## config.mk

```make
export PLATFORM = sky130hd
export DESIGN_NAME = i2s_rx_10xe_core_flat
export DESIGN_NICKNAME = d
export VERILOG_FILES = /design/src/rtl/i2s_rx_10xe_core_if.sv /design/src/rtl/i2s_rx_10xe_core.sv /design/src/flat_wrapper.sv
export SDC_FILE = /design/constraint.sdc
export NUM_CORES = 1
export LEC_CHECK = 0
export ABC_AREA = 1
export BUFFER_PORTS_ARGS = -buffer_cell sky130_fd_sc_hd__buf_4
export CAP_MARGIN = 30
export CORE_MARGIN = 2
export CORE_UTILIZATION = 60
export DETAILED_ROUTE_END_ITERATION = 10
export PLACE_DENSITY_LB_ADDON = 0.15
export SLEW_MARGIN = 20
export SYNTH_ARGS = -nofsm -noshare
export SYNTH_HDL_FRONTEND = slang
export SYNTH_SLANG_ARGS = --single-unit
```

## constraint.sdc

```tcl
create_clock -name aud_mclk -period 2.67 [get_ports aud_mclk]
set_input_delay 0.1335 -clock aud_mclk [delete_from_list [all_inputs] [get_ports aud_mclk]]
set_output_delay 0.1335 -clock aud_mclk [all_outputs]
set_load 0.05 [all_outputs]
```

## src/rtl/i2s_rx_10xe_core_if.sv

```systemverilog
// AXI-Stream bundle carrying received audio words and their channel id.
interface i2s_rx_10xe_core_if #(
  parameter int unsigned DATA_WIDTH = 24
);
  logic [DATA_WIDTH-1:0] tdata;
  logic                  tid;
  logic                  tvalid;
  logic                  tready;

  modport master (output tdata, output tid, output tvalid, input tready);
  modport slave  (input tdata, input tid, input tvalid, output tready);
endinterface

```

## src/rtl/i2s_rx_10xe_core.sv

```systemverilog
// I2S receiver: synchronises an external I2S stream, assembles L/R words into a FIFO and streams
// them out over AXI-Stream. Define I2S_RX_LEFT_JUST_EN for left-justified framing.
module i2s_rx_10xe_core #(
  parameter int unsigned DATA_WIDTH  = 24,
  parameter int unsigned FIFO_DEPTH  = 8,
  parameter int unsigned SYNC_STAGES = 2
) (
  input  logic                        aud_mclk,
  input  logic                        aud_mrst,
  input  logic                        rx_en,
  input  logic                        sclk_in,
  input  logic                        lrclk_in,
  input  logic                        sdata_0_in,
  i2s_rx_10xe_core_if.master          m_axis,
  output logic [$clog2(FIFO_DEPTH):0] fifo_level,
  output logic                        irq,
  input  logic                        irq_clr
);

  localparam int unsigned AW   = $clog2(FIFO_DEPTH);
  localparam int unsigned CntW = $clog2(DATA_WIDTH + 1);
  localparam logic [DATA_WIDTH-1:0] MsbOne = {1'b1, {(DATA_WIDTH-1){1'b0}}};

  typedef enum logic [1:0] {StIdle, StSync, StShift} state_e;

  logic [SYNC_STAGES-1:0] sclk_sync_q, sclk_sync_d, lr_sync_q, lr_sync_d, sd_sync_q, sd_sync_d;
  logic                   sclk_d1_q;
  logic                   sample, lr_s, sd_s;

  state_e                state_q, state_d;
  logic [DATA_WIDTH-1:0] sr_q, sr_d, sr_ins, mask;
  logic [CntW-1:0]       cnt_q, cnt_d, cnt_inc;
  logic                  room, lr_chg;
  logic                  lr_prev_q, lr_prev_d, have_prev_q, have_prev_d;
  logic                  commit_q, commit_d, ctid_q, ctid_d;
  logic [DATA_WIDTH-1:0] cdata_q, cdata_d;

  logic [DATA_WIDTH:0]   mem_q [FIFO_DEPTH];
  logic [AW-1:0]         wr_ptr_q, wr_ptr_d, rd_ptr_q, rd_ptr_d;
  logic [AW:0]           level_q, level_d;
  logic                  irq_q, irq_d;
  logic                  valid, full, pop, push_ok, ovf;
  logic [DATA_WIDTH:0]   head;

  always_comb begin
    sclk_sync_d = {sclk_sync_q[SYNC_STAGES-2:0], sclk_in};
    lr_sync_d   = {lr_sync_q[SYNC_STAGES-2:0], lrclk_in};
    sd_sync_d   = {sd_sync_q[SYNC_STAGES-2:0], sdata_0_in};
    sample      = sclk_sync_q[SYNC_STAGES-1] & ~sclk_d1_q;
    lr_s        = lr_sync_q[SYNC_STAGES-1];
    sd_s        = sd_sync_q[SYNC_STAGES-1];
  end

  // Shift reg is kept left-aligned, so a short word needs no realignment at commit.
  always_comb begin
    state_d     = state_q;
    sr_d        = sr_q;
    cnt_d       = cnt_q;
    lr_prev_d   = lr_prev_q;
    have_prev_d = have_prev_q;
    commit_d    = 1'b0;
    cdata_d     = cdata_q;
    ctid_d      = ctid_q;
    mask        = MsbOne >> cnt_q;
    room        = cnt_q < CntW'(DATA_WIDTH);
    sr_ins      = (room && sd_s) ? (sr_q | mask) : sr_q;
    cnt_inc     = room ? cnt_q + CntW'(1) : cnt_q;
    lr_chg      = have_prev_q && (lr_s != lr_prev_q);
    if (sample) begin
      lr_prev_d   = lr_s;
      have_prev_d = 1'b1;
    end
    unique case (state_q)
      StIdle: begin
        sr_d        = '0;
        cnt_d       = '0;
        have_prev_d = 1'b0;
        state_d     = StSync;
      end
      StSync: begin
        if (sample && lr_chg) begin
          state_d = StShift;
`ifdef I2S_RX_LEFT_JUST_EN
          sr_d    = sd_s ? MsbOne : '0;
          cnt_d   = CntW'(1);
`else
          sr_d    = '0;
          cnt_d   = '0;
`endif
        end
      end
      StShift: begin
        if (sample && lr_chg) begin
          commit_d = 1'b1;
          ctid_d   = lr_prev_q;
`ifdef I2S_RX_LEFT_JUST_EN
          cdata_d  = sr_q;
          sr_d     = sd_s ? MsbOne : '0;
          cnt_d    = CntW'(1);
`else
          cdata_d  = sr_ins;
          sr_d     = '0;
          cnt_d    = '0;
`endif
        end else if (sample) begin
          sr_d  = sr_ins;
          cnt_d = cnt_inc;
        end
      end
      default: state_d = StIdle;
    endcase
    if (!rx_en) begin
      state_d     = StIdle;
      sr_d        = '0;
      cnt_d       = '0;
      have_prev_d = 1'b0;
      commit_d    = 1'b0;
    end
  end

  // A full FIFO still accepts a push when the head is popped in the same cycle.
  always_comb begin
    valid    = level_q != '0;
    full     = level_q == (AW+1)'(FIFO_DEPTH);
    pop      = valid & m_axis.tready;
    push_ok  = commit_q & (~full | pop);
    ovf      = commit_q & full & ~pop;
    wr_ptr_d = push_ok ? wr_ptr_q + AW'(1) : wr_ptr_q;
    rd_ptr_d = pop ? rd_ptr_q + AW'(1) : rd_ptr_q;
    level_d  = level_q;
    unique case ({push_ok, pop})
      2'b10:   level_d = level_q + (AW+1)'(1);
      2'b01:   level_d = level_q - (AW+1)'(1);
      default: level_d = level_q;
    endcase
    irq_d = irq_q;
    if (irq_clr) irq_d = 1'b0;
    if (ovf)     irq_d = 1'b1;
  end

  always_comb begin
    head          = mem_q[rd_ptr_q];
    m_axis.tvalid = valid;
    m_axis.tdata  = valid ? head[DATA_WIDTH-1:0] : '0;
    m_axis.tid    = valid ? head[DATA_WIDTH] : 1'b0;
    fifo_level    = level_q;
    irq           = irq_q;
  end

  always_ff @(posedge aud_mclk or negedge aud_mrst) begin
    if (!aud_mrst) begin
      sclk_sync_q <= '0;
      lr_sync_q   <= '0;
      sd_sync_q   <= '0;
      sclk_d1_q   <= 1'b0;
      state_q     <= StIdle;
      sr_q        <= '0;
      cnt_q       <= '0;
      lr_prev_q   <= 1'b0;
      have_prev_q <= 1'b0;
      commit_q    <= 1'b0;
      cdata_q     <= '0;
      ctid_q      <= 1'b0;
      wr_ptr_q    <= '0;
      rd_ptr_q    <= '0;
      level_q     <= '0;
      irq_q       <= 1'b0;
    end else begin
      sclk_sync_q <= sclk_sync_d;
      lr_sync_q   <= lr_sync_d;
      sd_sync_q   <= sd_sync_d;
      sclk_d1_q   <= sclk_sync_q[SYNC_STAGES-1];
      state_q     <= state_d;
      sr_q        <= sr_d;
      cnt_q       <= cnt_d;
      lr_prev_q   <= lr_prev_d;
      have_prev_q <= have_prev_d;
      commit_q    <= commit_d;
      cdata_q     <= cdata_d;
      ctid_q      <= ctid_d;
      wr_ptr_q    <= wr_ptr_d;
      rd_ptr_q    <= rd_ptr_d;
      level_q     <= level_d;
      irq_q       <= irq_d;
    end
  end

  // Storage needs no reset: tvalid masks stale entries.
  always_ff @(posedge aud_mclk) begin
    if (push_ok) mem_q[wr_ptr_q] <= {ctid_q, cdata_q};
  end

endmodule
```

## src/flat_wrapper.sv

```systemverilog
// flat-port wrapper written by rule: the top's interface ports become plain ports
module i2s_rx_10xe_core_flat 
#(
  parameter int unsigned DATA_WIDTH  = 24,
  parameter int unsigned FIFO_DEPTH  = 8,
  parameter int unsigned SYNC_STAGES = 2
)
  (aud_mclk, aud_mrst, rx_en, sclk_in, lrclk_in, sdata_0_in, fifo_level, irq, irq_clr, m_axis_tdata, m_axis_tid, m_axis_tvalid, m_axis_tready);
  i2s_rx_10xe_core_if #(.DATA_WIDTH(DATA_WIDTH)) m_axis_i ();
  input  logic aud_mclk;
  input  logic aud_mrst;
  input  logic rx_en;
  input  logic sclk_in;
  input  logic lrclk_in;
  input  logic sdata_0_in;
  output logic [$clog2(FIFO_DEPTH):0] fifo_level;
  output logic irq;
  input  logic irq_clr;
  output wire logic [$bits(m_axis_i.tdata)-1:0] m_axis_tdata;
  output wire logic [$bits(m_axis_i.tid)-1:0] m_axis_tid;
  output wire logic [$bits(m_axis_i.tvalid)-1:0] m_axis_tvalid;
  input wire logic [$bits(m_axis_i.tready)-1:0] m_axis_tready;
  assign m_axis_tdata = m_axis_i.tdata;
  assign m_axis_tid = m_axis_i.tid;
  assign m_axis_tvalid = m_axis_i.tvalid;
  assign m_axis_i.tready = m_axis_tready;
  i2s_rx_10xe_core #(.DATA_WIDTH(DATA_WIDTH), .FIFO_DEPTH(FIFO_DEPTH), .SYNC_STAGES(SYNC_STAGES)) u_core (.aud_mclk(aud_mclk), .aud_mrst(aud_mrst), .rx_en(rx_en), .sclk_in(sclk_in), .lrclk_in(lrclk_in), .sdata_0_in(sdata_0_in), .m_axis(m_axis_i), .fifo_level(fifo_level), .irq(irq), .irq_clr(irq_clr));
endmodule
```

After elaboration in Yosys (flattened, before gate mapping)
Memory sizes are Yosys's and may differ from the RTL's.
Index checks and enable logic that the tools add are counted.

operators by class
  bitwise logic cells = 10
  shifts and indexed selects = 1
  add/sub/neg operators = 5
  equal/unequal tests = 12
  reductions and logical operators = 11
  $lt $le $gt $ge = 1
  mux-type cells = 28

operators with widths
  cell                                                 number
  2-to-1 mux 24 bit                                    6
  one-hot mux 24 bit (3 select lines)                  1
  2-to-1 mux 5 bit                                     5
  OR 24 bit                                            1
  >> shifter 24 x 5 -> 24 bit, first input constant    1
  one-hot mux 5 bit (3 select lines)                   1
  2-to-1 mux 1 bit                                     11
  != test 4 x 2 -> 1 bit, second input constant        2
  one-hot mux 4 bit (2 select lines)                   1
  adder 3 x 1 -> 3 bit, second input constant          2
  one-hot mux 2 bit (3 select lines)                   1
  adder 5 x 1 -> 5 bit, second input constant          1
  AND 1 bit                                            5
  less-than comparator 5 bit, second input constant    1
  adder 4 x 1 -> 4 bit, second input constant          1
  equality test 2 x 1 -> 1 bit, second input constant  2
  equality test 2 bit, second input constant           2
  equality test 4 bit, second input constant           1
  2-to-1 mux 2 bit                                     2
  != test 4 x 1 -> 1 bit, second input constant        1
  AND reduction 2 bit                                  2
  AND reduction 4 bit                                  1
  nonzero test 2 bit                                   2
  nonzero test 4 bit                                   1
  10 further kinds                                     14

storage, ports and cells
  output and inout bits = 31
  word-level logic and storage cells = 85
  memories = 1
  flip-flop bits (word level) = 77
  bits in writable memories = 200

memories
  name          words  bits a word  rd ports  clocked after memory_dff  write ports  RTL line                source
  u_core.mem_q  8      25           1         0                         1            i2s_rx_10xe_core.sv:38  logic [DATA_WIDTH:0] mem_q [FIFO_DEPTH];

Depth between registers and ports, before layout
  depth in word-level cells = 7
  gate-level depth with buffers = 13

Worst setup path before layout
No wires, ideal clock.

  path kind = reg-to-reg
  from = register u_core.level_q[2] (netlist: u_core.fifo_level[2])
  to = memory u_core.mem_q[0][0] (netlist bit) (enable)
  setup time = 0.407 ns
  setup slack = -0.165 ns
  data arrival time = 2.428 ns
  stages on the path, launching flop included = 6
  clock period less this slack = 2.835 ns
  path through = dfrtp_1 inv_1 nand3_1 nand2_1 or2_2 nor2_1

between the ends
  longest elaborated chain between the ends = 6
  elaborated cells between the ends (all ways) = 8

ends and longest elaborated chain
  item                                                              RTL line                                          source
  start, declared                                                   i2s_rx_10xe_core.sv:40                            logic [AW:0] level_q, level_d;
  start signal, assigned                                            i2s_rx_10xe_core.sv:183                           level_q <= level_d;
  nonzero test 4 bit / equality test 4 bit (equally long branches)  i2s_rx_10xe_core.sv:123, i2s_rx_10xe_core.sv:124
  AND 1 bit / NOT 1 bit (equally long branches)                     i2s_rx_10xe_core.sv:125, i2s_rx_10xe_core.sv:126
  OR 1 bit (*)                                                      i2s_rx_10xe_core.sv:126                           push_ok = commit_q & (~full | pop);
  AND 1 bit (*)                                                     i2s_rx_10xe_core.sv:126
  2-to-1 mux 1 bit (*)                                              i2s_rx_10xe_core.sv:190                           if (push_ok) mem_q[wr_ptr_q] <= {ctid_q, cdata_q};
  2-to-1 mux 1 bit (not written as such) (*)                        i2s_rx_10xe_core.sv:190
  end, declared                                                     i2s_rx_10xe_core.sv:38

Every way passes the cells marked *; elsewhere a longest branch is shown, timed or not.

Final worst setup path
  from = register u_core.rd_ptr_q[0]
  to = output port m_axis_tdata[9]

between the ends
  longest elaborated chain between the ends = 2

ends and longest elaborated chain
  item                    RTL line                 source
  start, declared         i2s_rx_10xe_core.sv:39   logic [AW-1:0] wr_ptr_q, wr_ptr_d, rd_ptr_q, rd_ptr_d;
  start signal, assigned  i2s_rx_10xe_core.sv:182  rd_ptr_q <= rd_ptr_d;
  memory (8 x 25 bit)     --
  2-to-1 mux 24 bit       i2s_rx_10xe_core.sv:144  m_axis.tdata = valid ? head[DATA_WIDTH-1:0] : '0;
  end, declared           flat_wrapper.sv:19       output wire logic [$bits(m_axis_i.tdata)-1:0] m_axis_tdata;

No other way between the ends.

==> impl_metrics.tcl <==
set metrics [dict create \
    leakage_nw 5.368 \
    cts.path.max_buffers 3 \
    synth_seq_area_share 0.6897 \
    synth_area_per_cell_um2 11.29 \
    core-area_um2 18770 \
    final_max_slew_viol_count 0 \
    post-route-min-period_ns 2.416 \
    hp-class "in -> async" \
    crit_chain "buf_12 -> o21ai_0 -> o21ai_0 -> nor2_1 -> nor2_1 -> buf_4" \
    synthTopCellsByArea "edfxtp_1 (52%), dfrtp_1 (17%), o21ai_0 (7.6%)" \
    start_util 0.6129 \
    nFillCells 1351 \
    rsz0062_at_grt "false" \
    synth_warnings 0 \
    place.gp.congestion 0.8280 \
    finalInstanceArea_um2 13130 \
    cp_top_family "buffers and inverters" \
    ir_worst_vdd_mv 0.6093 \
    post_synth_num_cell_types 36 \
    overflow 0 \
    via_per_inst 5.620 \
    final_common_cell "nor2_1" \
    clk_latency_ns 0.53 \
    drc 0 \
    synth.top_cell.area_share 0.5221 \
    worstMarginPinSlew_ns 0.7459 \
    p_total_mw 13.91 \
    num_vias 7418 \
    synthCells 1019 \
    dp_hpwl_um 13380 \
    max_slew_margin 0.5027 \
    cts_tree "done" \
    final_cell_mix "nor2_1 (221), edfxtp_1 (200), o21ai_0 (175), nand2_1 (125), dfrtp_1 (75)" \
    wl_per_cell_um 17.68 \
    layout-drive-gt1-share 0.1363 \
    clock-root-buffer "clkbuf_16" \
    grt_usage 0.2364 \
    critical_path_required_ns 2.54 \
    pwr_density_cell_nw_per_um2 1059 \
    critical_path_class "reg -> out" \
    postRouteWirelength_um 23340 \
    synth.net_count 1038 \
    crit_fanout 101 \
    cts-buffers-inserted 28 \
    die_w_um 142.5 \
    status "finished, final reports clean" \
    fin_crit_sh 0.9048 \
    grt_max_degree 102 \
    grt_pass1_wl_um 37450 \
    cp.arrival_ns 2.28 \
    maxCapViolations 0 \
    io_buffers 38 \
    crit_slowest_cell "dfrtp_2" \
    final_util 0.6995 \
    critical_path.startpoint_type "flop" \
    critPathCaptureType "output pin" \
    crit_path_max_incr_delay_ns 0.41 \
    grt_antenna_before_repair 0 \
    dieArea_um2 20290 \
    fin_nets 1083 \
    clock-sinks 277 \
    io_pins 39 \
    clk_pin_slew_worst_paths_ns 0.07 \
    clock_skew_ns 0.01741 \
    synth.cell_area_um2 11500 \
    num_rows 50 \
    hold_violations 0 \
    synth_top_cell_by_area "edfxtp_1" \
    grt_pass1_vias 7261 \
    die_h_um 142.5 \
    place_area_um2 12060 \
    htree_num_levels 1 \
    crit_buf_inv 2 \
    tns_ns 0 \
    ys_ff_latch 277 \
    setup_viol 0 \
    syn_to_final_growth_pct 14.14 \
    dr.pass1.iters 5 \
    drt_iter0_markers 563 \
    antenna_cells 0 \
    max_freq_mhz 413.9 \
    antenna_left 0 \
]
-- routing by layer --
metal | vias up | track usage | wire length (µm)
met4 | 0 | 0.06045 | 378
met5 | - | 0 | 0
met2 | 191 | 0.4016 | 11660
li1 | 3601 | - | -
met3 | 33 | 0.02995 | 1140
met1 | 3593 | 0.3286 | 10160
-- layout make-up --
| cell class | instances | area, µm² | area share |
|---|---|---|---|
| inverter | 36 | 140.1 | 0.01067 |
| multi-input combinational | 655 | 3212 | 0.2446 |
| sequential | 277 | 7938 | 0.6046 |
| clock inverter | 14 | 171.4 | 0.01306 |
| tap | 234 | 292.8 | 0.02230 |
| clock buffer | 38 | 809.5 | 0.06166 |
| timing repair buffer | 66 | 565.5 | 0.04308 |
-- final timing paths --
check                                            startpoint                          endpoint  slack (ns)  cells past startpoint
max                          u_core.rd_ptr_q[0]$_DFFE_PN0P_                   m_axis_tdata[9]        0.25                      6
min                                                aud_mrst  u_core.fifo_level[0]$_DFFE_PN0P_        0.21                      2
max reg2reg                u_core.fifo_level[0]$_DFFE_PN0P_  u_core.fifo_level[2]$_DFFE_PN0P_        0.58                     12
min reg2reg                   u_core.lr_sync_q[0]$_DFF_PN0_     u_core.lr_sync_q[1]$_DFF_PN0_        0.35                      0
max in group asynchronous                          aud_mrst     u_core.cdata_q[3]$_DFFE_PN0P_        1.79                      3
min in group aud_mclk                              lrclk_in     u_core.lr_sync_q[0]$_DFF_PN0_        0.25                      2
-- power by group --
group          internal, mW  switching [mW]
Clock                  2.50            1.56
Combinational          1.51            3.54
Sequential             4.64           0.154
Total                  8.65            5.25
-- kinds of logic (layout without fill, tap and decap cells) --
group                    after synthesis  in the layout  synth area share
AND/OR/NAND/NOR                      387            387            0.1367
AO/OA/AOI/OAI                        252            252            0.1250
XOR/XNOR                               5              5          0.003807
buffers and inverters                 87            154           0.03285
adder cells (fa/ha/maj)               11             11           0.01197
flip-flops                           277            277            0.6897
-- worst register-to-register path, stage by stage, from the launching register on --
cell and delay [ns]:
dfrtp_1 0.44, nor2_1 0.15, nand3_1 0.13, nand2_1 0.13, inv_1 0.10, ha_1 0.23
nand2_1 0.10, inv_1 0.04, nor2_1 0.17, ha_1 0.18, a21oi_1 0.05, xor2_1 0.16
o21ai_0 0.13
-- stage by stage --
step                      hold slack (ns)  setup WS [ns]  cells
after CTS                          0.2278        0.08648   1320
after global placement             0.2432         0.6905   1260
final                              0.2082         0.2541   1320
after global routing               0.2323        0.09727   1320
after floorplan                   -0.1621        -0.1647   1019
after detailed placement           0.2441         0.6193   1260
-- sequential cells by signal, indices dropped and copies added (netlist names), 2 cells and up --
name	cells
u_core.mem_q	200
u_core.cdata_q	24
u_core.sr_q	24
u_core.cnt_q	5
u_core.fifo_level	4
u_core.rd_ptr_q	3
u_core.wr_ptr_q	3
u_core.lr_sync_q	2
u_core.sclk_sync_q	2
u_core.sd_sync_q	2
u_core.state_q	2
-- synth_stat cells --
library cell / instances
nor2_1: 229
edfxtp_1: 200
o21ai_0: 175
nand2_1: 125
dfrtp_1: 77
inv_1: 33
clkbuf_1: 30
o21ai_1: 23
o21bai_1: 15
nand3_1: 14
a21boi_2: 12
buf_2: 12
ha_1: 11
o21a_1: 9
nand4_1: 6
a21oi_1: 5
buf_4: 5
a21boi_0: 4
a21oi_2: 4
o21ai_2: 4
xor2_1: 4
buf_1: 2
buf_6: 2
inv_2: 2
nand2_4: 2
nand3b_1: 2
nor2_2: 2
nor2_4: 2
inv_4: 1
nand2_2: 1
nand3_2: 1
nand4_4: 1
nor2_8: 1
o22ai_1: 1
or2_2: 1
xnor2_1: 1
-- timing repair --
action / in CTS / in global routing
endpoints found under the hold margin: 63 / 0
gates resized for setup: 0 / 3
buffers inserted: 0 / 0
hold buffers: 8 / 0
endpoints found under the setup margin: 0 / 12
Power figures use the tool's default switching activity.
